**src/rtl/instr_fetch_queue_pkg.sv**
```systemverilog
// Shared definitions for the instruction fetch queue: the 65-bit entry layout
// {adel, pc, instr}, its field offsets and the NOP word shown when the queue is empty.
package instr_fetch_queue_pkg;

  localparam int ENTRY_W   = 65;
  localparam int INSTR_LSB = 0;
  localparam int INSTR_MSB = 31;
  localparam int PC_LSB    = 32;
  localparam int PC_MSB    = 63;
  localparam int ADEL_BIT  = 64;

  localparam logic [31:0] NOP_WORD = 32'h0000_0000;

  typedef logic [ENTRY_W-1:0] fq_entry_t;

  function automatic fq_entry_t fq_pack(input logic adel, input logic [31:0] pc,
                                        input logic [31:0] instr);
    fq_entry_t e;
    e                      = '0;
    e[ADEL_BIT]            = adel;
    e[PC_MSB:PC_LSB]       = pc;
    e[INSTR_MSB:INSTR_LSB] = instr;
    return e;
  endfunction

  function automatic logic [31:0] fq_pc(input fq_entry_t e);
    return e[PC_MSB:PC_LSB];
  endfunction

  function automatic logic [31:0] fq_instr(input fq_entry_t e);
    return e[INSTR_MSB:INSTR_LSB];
  endfunction

  function automatic logic fq_adel(input fq_entry_t e);
    return e[ADEL_BIT];
  endfunction

endpackage

```
**src/rtl/fq_storage.sv**
```systemverilog
// Entry storage for the fetch queue: DEPTH x 65-bit register array with one
// write port and one asynchronous read port. Contents are never reset.
module fq_storage
  import instr_fetch_queue_pkg::*;
#(
  parameter int DEPTH = 4
) (
  input  logic                     clk,
  input  logic                     wr_en,
  input  logic [$clog2(DEPTH)-1:0] wr_addr,
  input  fq_entry_t                wr_data,
  input  logic [$clog2(DEPTH)-1:0] rd_addr,
  output fq_entry_t                rd_data
);

  fq_entry_t mem_q [DEPTH];

  always_ff @(posedge clk) begin
    if (wr_en) begin
      mem_q[wr_addr] <= wr_data;
    end
  end

  // Read is combinational so the head entry is visible in the same cycle.
  assign rd_data = mem_q[rd_addr];

endmodule

```
**src/rtl/instr_fetch_queue.sv**
```systemverilog
// Fetch-to-decode instruction queue with flush and async active-low reset.
// Define FETCH_QUEUE_BYPASS_EN to present an incoming entry to decode in the same cycle when empty.
module instr_fetch_queue
  import instr_fetch_queue_pkg::*;
#(
  parameter int DEPTH = 4
) (
  input  logic                     clk,
  input  logic                     resetn,
  input  logic                     flush,
  input  logic                     in_valid,
  output logic                     in_ready,
  input  logic [31:0]              in_pc,
  input  logic [31:0]              in_instr,
  input  logic                     in_adel,
  output logic                     out_valid,
  input  logic                     out_ready,
  output logic [31:0]              out_pc,
  output logic [31:0]              out_instr,
  output logic                     out_adel,
  output logic [$clog2(DEPTH):0]   count
);

  localparam int AW = $clog2(DEPTH);
  localparam int CW = AW + 1;

  logic [AW-1:0] wr_ptr_q, wr_ptr_d;
  logic [AW-1:0] rd_ptr_q, rd_ptr_d;
  logic [CW-1:0] count_q, count_d;

  logic      empty;
  logic      full;
  logic      bypass;
  logic      push;
  logic      pop;
  fq_entry_t in_entry;
  fq_entry_t rd_entry;
  fq_entry_t head_entry;

  assign in_entry = fq_pack(in_adel, in_pc, in_instr);

  fq_storage #(
    .DEPTH (DEPTH)
  ) u_storage (
    .clk     (clk),
    .wr_en   (push),
    .wr_addr (wr_ptr_q),
    .wr_data (in_entry),
    .rd_addr (rd_ptr_q),
    .rd_data (rd_entry)
  );

  // Handshake and head selection; resetn gates in_ready so it stays low during reset.
  always_comb begin
    empty    = (count_q == '0);
    full     = (count_q == CW'(DEPTH));
    in_ready = resetn && !full && !flush;
`ifdef FETCH_QUEUE_BYPASS_EN
    bypass   = resetn && empty && in_valid && !flush;
`else
    bypass   = 1'b0;
`endif
    out_valid  = (!empty && !flush) || bypass;
    head_entry = bypass ? in_entry : rd_entry;
    // A bypassed entry consumed this cycle never touches storage.
    push       = in_valid && in_ready && !(bypass && out_ready);
    pop        = out_valid && out_ready && !bypass;
  end

  always_comb begin
    out_pc    = 32'h0;
    out_instr = NOP_WORD;
    out_adel  = 1'b0;
    if (out_valid) begin
      out_pc    = fq_pc(head_entry);
      out_instr = fq_instr(head_entry);
      out_adel  = fq_adel(head_entry);
    end
  end

  // Pointers are AW bits wide, so DEPTH being a power of two gives free wrap.
  always_comb begin
    wr_ptr_d = wr_ptr_q;
    rd_ptr_d = rd_ptr_q;
    count_d  = count_q;
    if (flush) begin
      wr_ptr_d = '0;
      rd_ptr_d = '0;
      count_d  = '0;
    end else begin
      if (push) begin
        wr_ptr_d = wr_ptr_q + AW'(1);
      end
      if (pop) begin
        rd_ptr_d = rd_ptr_q + AW'(1);
      end
      count_d = count_q + CW'(push) - CW'(pop);
    end
  end

  always_ff @(posedge clk or negedge resetn) begin
    if (!resetn) begin
      wr_ptr_q <= '0;
      rd_ptr_q <= '0;
      count_q  <= '0;
    end else begin
      wr_ptr_q <= wr_ptr_d;
      rd_ptr_q <= rd_ptr_d;
      count_q  <= count_d;
    end
  end

  assign count = count_q;

endmodule

```
**config.mk**
```make
export PLATFORM = sky130hd
export DESIGN_NAME = instr_fetch_queue
export DESIGN_NICKNAME = d
export VERILOG_FILES = /design/src/rtl/instr_fetch_queue_pkg.sv /design/src/rtl/fq_storage.sv /design/src/rtl/instr_fetch_queue.sv
export SDC_FILE = /design/constraint.sdc
export NUM_CORES = 1
export LEC_CHECK = 0
export BUFFER_PORTS_ARGS = -buffer_cell sky130_fd_sc_hd__buf_2
export CAP_MARGIN = 25
export CORE_ASPECT_RATIO = 0.6
export CORE_MARGIN = 3
export CORE_UTILIZATION = 40
export DETAILED_ROUTE_END_ITERATION = 10
export PLACE_DENSITY_LB_ADDON = 0.15
export SETUP_SLACK_MARGIN = 0.4
export SLEW_MARGIN = 0
export SYNTH_ARGS = -nofsm -noshare
export SYNTH_HDL_FRONTEND = slang
export SYNTH_SLANG_ARGS = --single-unit
```
**constraint.sdc**
```tcl
create_clock -name clk -period 9.2 [get_ports clk]
set_clock_uncertainty 0.2 [all_clocks]
set_input_delay 0.46 -clock clk [delete_from_list [all_inputs] [get_ports clk]]
set_output_delay 0.46 -clock clk [all_outputs]
set_load 0.05 [all_outputs]
```
==> summary.txt, run 1 <==
Worst setup path
  • R2R Path End: count[2]
  • Worst path arrival time: around 3200 ps
  • Worst path slowest cell: dfrtp_4
  • Crit Path Max Fanout: 34
  • Crit path kind: flip-flop to output port
  • Req. time, crit path: between 8000 and 9000 ps
  • Worst setup SP type: flip-flop
  • Crit path largest cell delay: 900 ps
  • Reg2reg path depth: 11
  • Reg-to-Reg Start: count[1]
  • Setup crit end kind: output port
  • FF-to-FF setup slack: roughly 6400 ps
  • Cell chain of the critical path: buf_4 -> mux4_2 -> and2_1 -> buf_2

Timing
  • Max Freq: 262 MHz
  • Slew Viols, Final: 0
  • Setup tns final: 0 ps
  • Final Setup Violations: 0
  • Fin crit share: 41.5%
  • Unrepaired setup endpoints after global routing: no
  • Final Hold Viols: 0
  • Min Tclk post-route: roughly 3800 ps
  • Rel. slew slack: just over 50%
  • Slew @ Worst Pin: 726 ps

Power and ir drop
  • P_leak: approximately 4.5 nW
  • Cell area power density: approximately 250 nW/um^2
  • Total power after layout: between 3 and 4 mW
  • Peak supply drop: 0.164 mV

Clock tree
  • TritonCTS sink count: 267
  • Post-CTS Setup Bufs: 0
  • Clock slew at reported path FFs: roughly 60 ps
  • CTS tree: built
  • Clk buf depth: 3
  • Root Driver: clkbuf_16
  • Post-CTS resize count: 0
  • CTS Buf Count: 26
  • Clk_lat worst skew: 530 ps
  • Hold buffers post-CTS: 67
  • Htree depth: 1

Place
  • Placed inst area: ~11,000 sq um
  • Global placement routability congestion: approximately 0.68
  • I/O Buffers: ~140
  • Final HPWL DP: ~12,000 um

Die
  • DIE WIDTH: between 200 and 250 um
  • Row cnt: 44
  • Die area: around 28,000 sq um
  • Core ar.: 24,800 sq um
  • Chip Height: 130 um
  • Initial core utilization: 41.7%
  • Boundary Pins: 140

Global route
  • Final global-route overflow total: 0
  • Gr usage total: ~15%
  • Vias in the first global route: about 5,700
  • Initial antenna violation count: 2
  • First-pass GRT wire length: ~32,000 um
  • Pin count of the biggest net entering global routing: about 70

Final layout
  • Share of cells above drive strength 1: approximately 36%
  • # nets final: 756
  • Fill count: roughly 2,000
  • Util after Layout: 52.0%
  • Area growth, synth to finish: 24.8%
  • Most common cell after layout, fill and taps aside: edfxtp_1
  • Most frequent cells in the layout: edfxtp_1 (260), buf_2 (139), and2_1 (67), dlygate4sd3_1 (67), mux4_2 (65)
  • Finished Cell Area: 12,900 sq um

Logic synthesis
  • Synth top area share: 75.7%
  • Number of distinct library cells after synthesis: 26
  • Syn avg cell area: 22.4 sq um
  • Synthesized instance count: about 460
  • Synth Warn #: 0
  • Synth top area cells: edfxtp_1 (76%), mux4_2 (14%), and2_1 (4.3%), dfrtp_1 (1.7%), buf_12 (0.78%)
  • Sequential element share of the synthesized area: 77.4%
  • Post-Syn Area: 10,300 sq um
  • Top cell type by total area after synthesis: edfxtp_1
  • Syn Nets: ~540
  • Register bit total from synthesis: ~270

Routing
  • 1st-pass router iterations: 5
  • Drt total wl: about 21,000 um
  • DRC: 0
  • Routed len/inst: 20.7 um
  • DR vias/cell: ~5
  • Via Count: 5,113
  • DRT iter0 DRCs: between 200 and 300
  • Routed Antenna Nets: 0

Status
  • Outcome: finished, final reports clean

Job
  • Max-Cap Viols: 0

Hold path
  • Worst Hold Class: input port to async pin
==> where the power goes <==
group | leakage, nW | switching [mW] | internal (mW)
clock | 0.386 | 0.428 | 0.563
combinational | 1.66 | 0.524 | 0.297
sequential | 2.44 | 0.0568 | 1.37
==> area by class of cell <==
type | instances | area [sq um] | share of cell area (%)
diodes | 2 | 5.00 | 0.0388
multi-input cells | 165 | 2160 | 16.7
clock buffers | 34 | 702 | 5.45
flip-flops and latches | 267 | 7990 | 62.0
well taps | 322 | 403 | 3.13
inverters | 6 | 22.5 | 0.175
repair buffers | 213 | 1520 | 11.8
clock inverters | 11 | 85.1 | 0.660
==> how the worst max path moves through the flow <==
stage,startpoint,endpoint,slack [ps],depth (start not counted)
CTS,rd_ptr_q[0],out_pc[22],5240,4
floorplan,count[1],u_storage.mem_q[0][0],5720,3
global placement,rd_ptr_q[0],out_pc[22],5790,4
detailed placement,rd_ptr_q[0],out_pc[22],5810,4
finish,rd_ptr_q[0],out_pc[23],5380,4
global route,rd_ptr_q[0],out_pc[23],5080,4
==> routing by layer <==
layer	GRT usage (%)	up-vias	share of wire [%]
met2	26.3	119	49
met4	3.11	0	1.8
li1	-	2302	-
met1	20.4	2661	44
met3	3.65	31	4.7
met5	0	-	0
==> stage by stage <==
| stage | cells | setup slack, ps | hold slack, ps |
|---|---|---|---|
| 3_3_place_gp | 901 | 5790 | 116 |
| 4_1_cts | 1017 | 5240 | 78.8 |
| 6_report | 1020 | 5380 | 101 |
| 5_1_grt | 1020 | 5080 | 92.0 |
| 3_5_place_dp | 905 | 5810 | 125 |
| 2_1_floorplan | 461 | 5720 | -35.6 |
==> flip-flops by register name, summed over array words and instances (netlist names) <==
name / cells
count: 3
wr_ptr_q: 2
u_storage.mem_q: 260
rd_ptr_q: 2
==> cells by family after synthesis <==
group / after synthesis / synth area share, %
xor+xnor: 2 / 0.170
buf+inv: 29 / 1.92
flops: 267 / 77.4
fa+ha+maj: 7 / 0.922
compound gates: 5 / 0.339
simple gates: 84 / 4.90
mux: 67 / 14.4
==> worst max-delay path, delay by kind of cell (launching register included) <==
family,cells,cell delay (ps)
DFF,1,900
muxes,1,580
buffers and inverters,2,900
and+or+nand+nor,1,210
==> synthesized netlist by cell type, drive strengths merged <==
master and n:
nand2b 2, buf 16, nand2 1, mux4 65, nor2b 1, fa 1, o31ai 1, edfxtp 260
or3 1, ha 6, mux2 1, xor2 2, a211oi 1, inv 6, clkbuf 7, nor3 2
dfrtp 7, mux2i 1, and2 71, o21ai 1, a21oi 2, nor2 6
Note: power is estimated with default switching activity, not from simulation.
==> inputs of run 2 (changes only) <==
clock period = 3.1 ns   (was 9.2 ns; I/O delays follow)
==> summary.txt, run 2 (synthesized netlist as in run 1, its figures left out) <==
Timing
  • Rel. slew slack: between 60% and 70%
  • Setup tns final: 0 ps
  • Fin crit share: 84.9%
  • Final Setup Violations: 0
  • Slew @ Worst Pin: 503 ps
  • Worst hold slack: about 180 ps
  • Min Tclk post-route: 2630 ps
  • Final Hold Viols: 0
  • Max Freq: around 380 MHz
  • Slew Viols, Final: 0
  • Unrepaired setup endpoints after global routing: yes

Final layout
  • Most frequent cells in the layout: edfxtp_1 (260), buf_2 (139), dlygate4sd3_1 (70), and2_1 (67), mux4_2 (65)
  • Most common cell after layout, fill and taps aside: edfxtp_1
  • # diodes: 0
  • Area growth, synth to finish: 27.2%
  • Max reg flops: between 200 and 300
  • Largest Register: u_storage.mem_q
  • # nets final: around 770
  • Share of cells above drive strength 1: about 40%

Die
  • DIE WIDTH: roughly 210 um
  • Core ar.: about 25,000 sq um
  • Chip Height: 130 um
  • Initial core utilization: a little over two fifths
  • Row cnt: 44
  • Boundary Pins: 140
  • Die area: between 20,000 and 30,000 sq um

Global route
  • Pin count of the biggest net entering global routing: 67
  • Final global-route overflow total: 0
  • First-pass GRT wire length: between 30,000 and 40,000 um
  • Initial antenna violation count: 0
  • Vias in the first global route: roughly 5,600
  • Gr usage total: approximately 16%

Routing
  • Routed len/inst: between 20 and 25 um
  • Drt total wl: about 21,000 um
  • Routed Antenna Nets: 0
  • 1st-pass router iterations: 4
  • DR vias/cell: about 5
  • DRC: 0
  • Via Count: approximately 5,200
  • DRT iter0 DRCs: 321

Worst setup path
  • Setup crit end kind: output port
  • Cell chain of the critical path: buf_12 -> mux4_2 -> and2_1 -> buf_2
  • Crit path largest cell delay: roughly 530 ps
  • Crit path kind: flip-flop to output port
  • FF-to-FF setup slack: 480 ps
  • Crit Path Max Fanout: 20
  • Worst path slowest cell: dfrtp_4
  • Worst setup SP type: flip-flop
  • Worst path arrival time: around 2300 ps
  • Req. time, crit path: ~2700 ps

Place
  • Final HPWL DP: between 10,000 and 15,000 um
  • I/O Buffers: around 140
  • Global placement routability congestion: between 0.7 and 0.8

Clock tree
  • Htree depth: 1
  • CTS Buf Count: 26
  • Clk buf depth: 3
  • TritonCTS sink count: between 200 and 300
  • Clock slew at reported path FFs: around 60 ps
  • CTS tree: built
  • Root Driver: clkbuf_16
  • Clk_lat worst skew: approximately 530 ps

Power and ir drop
  • Peak supply drop: between 0.4 and 0.5 mV
  • P_leak: between 4 and 5 nW
  • Cell area power density: roughly 770 nW/um^2

Hold path
  • Worst Hold Class: input port to flip-flop

Job
  • Max-Cap Viols: 0

Status
  • Outcome: finished, final reports clean
[run 2: repair_timing]
| action | in CTS | in global routing |
|---|---|---|
| setup buffers | 5 | 4 |
| resized for setup | 2 | 2 |
| hold endpoints to repair | 274 | 0 |
| hold buffers | 70 | 0 |
| endpoints found under the setup margin | 65 | 7 |
[run 2: report_power, final]
part           internal, mW  total, mW  switching (mW)
registers              4.08       4.16          0.0820
clock network          1.91       3.21            1.29
logic                 0.994       2.70            1.70
[run 2: layout make-up]
cell class | count | area [sq um]
inverter | 6 | 22.5
sequential | 267 | 7990
timing repair buffer | 228 | 1650
clock inverter | 19 | 200
tap | 322 | 403
clock buffer | 28 | 679
multi-input combinational | 165 | 2170
fill | 1948 | 11600
[run 2: through the flow]
step                util [%]  power, mW  std cells  setup slack, ps  area, sq um
floorplan                  -       6.22        461              407        10300
global placement        46.1       6.76        909              601        11400
detailed placement      46.1       6.80        909              446        11400
CTS                     52.8       10.2       1031              434        13100
global route            53.0       10.5       1035              348        13100
finish                  53.0       10.1       1035              468        13100
[run 2: final timing paths]
path,cells after the start,end,from
min in group asynchronous,3,wr_ptr_q[0],resetn
min reg2reg,1,wr_ptr_q[0],wr_ptr_q[0]
min,2,u_storage.mem_q[3][51],in_pc[19]
max in group asynchronous,3,rd_ptr_q[0],resetn
max,4,out_pc[17],rd_ptr_q[0]
max reg2reg,11,count[2],count[2]
[run 2: layer usage]
metal	GRT usage (%)	vias up	part of all wire, %
met1	21.3	2728	45
li1	-	2333	-
met5	0	-	0
met2	25.9	135	48
met3	3.91	24	5.7
met4	2.95	0	1.5
[run 2: critical path, delay by kind of cell (launching register included)]
kind / cells / cell delay (ps)
flops: 1 / 530
buf+inv: 2 / 460
mux: 1 / 520
simple gates: 1 / 210
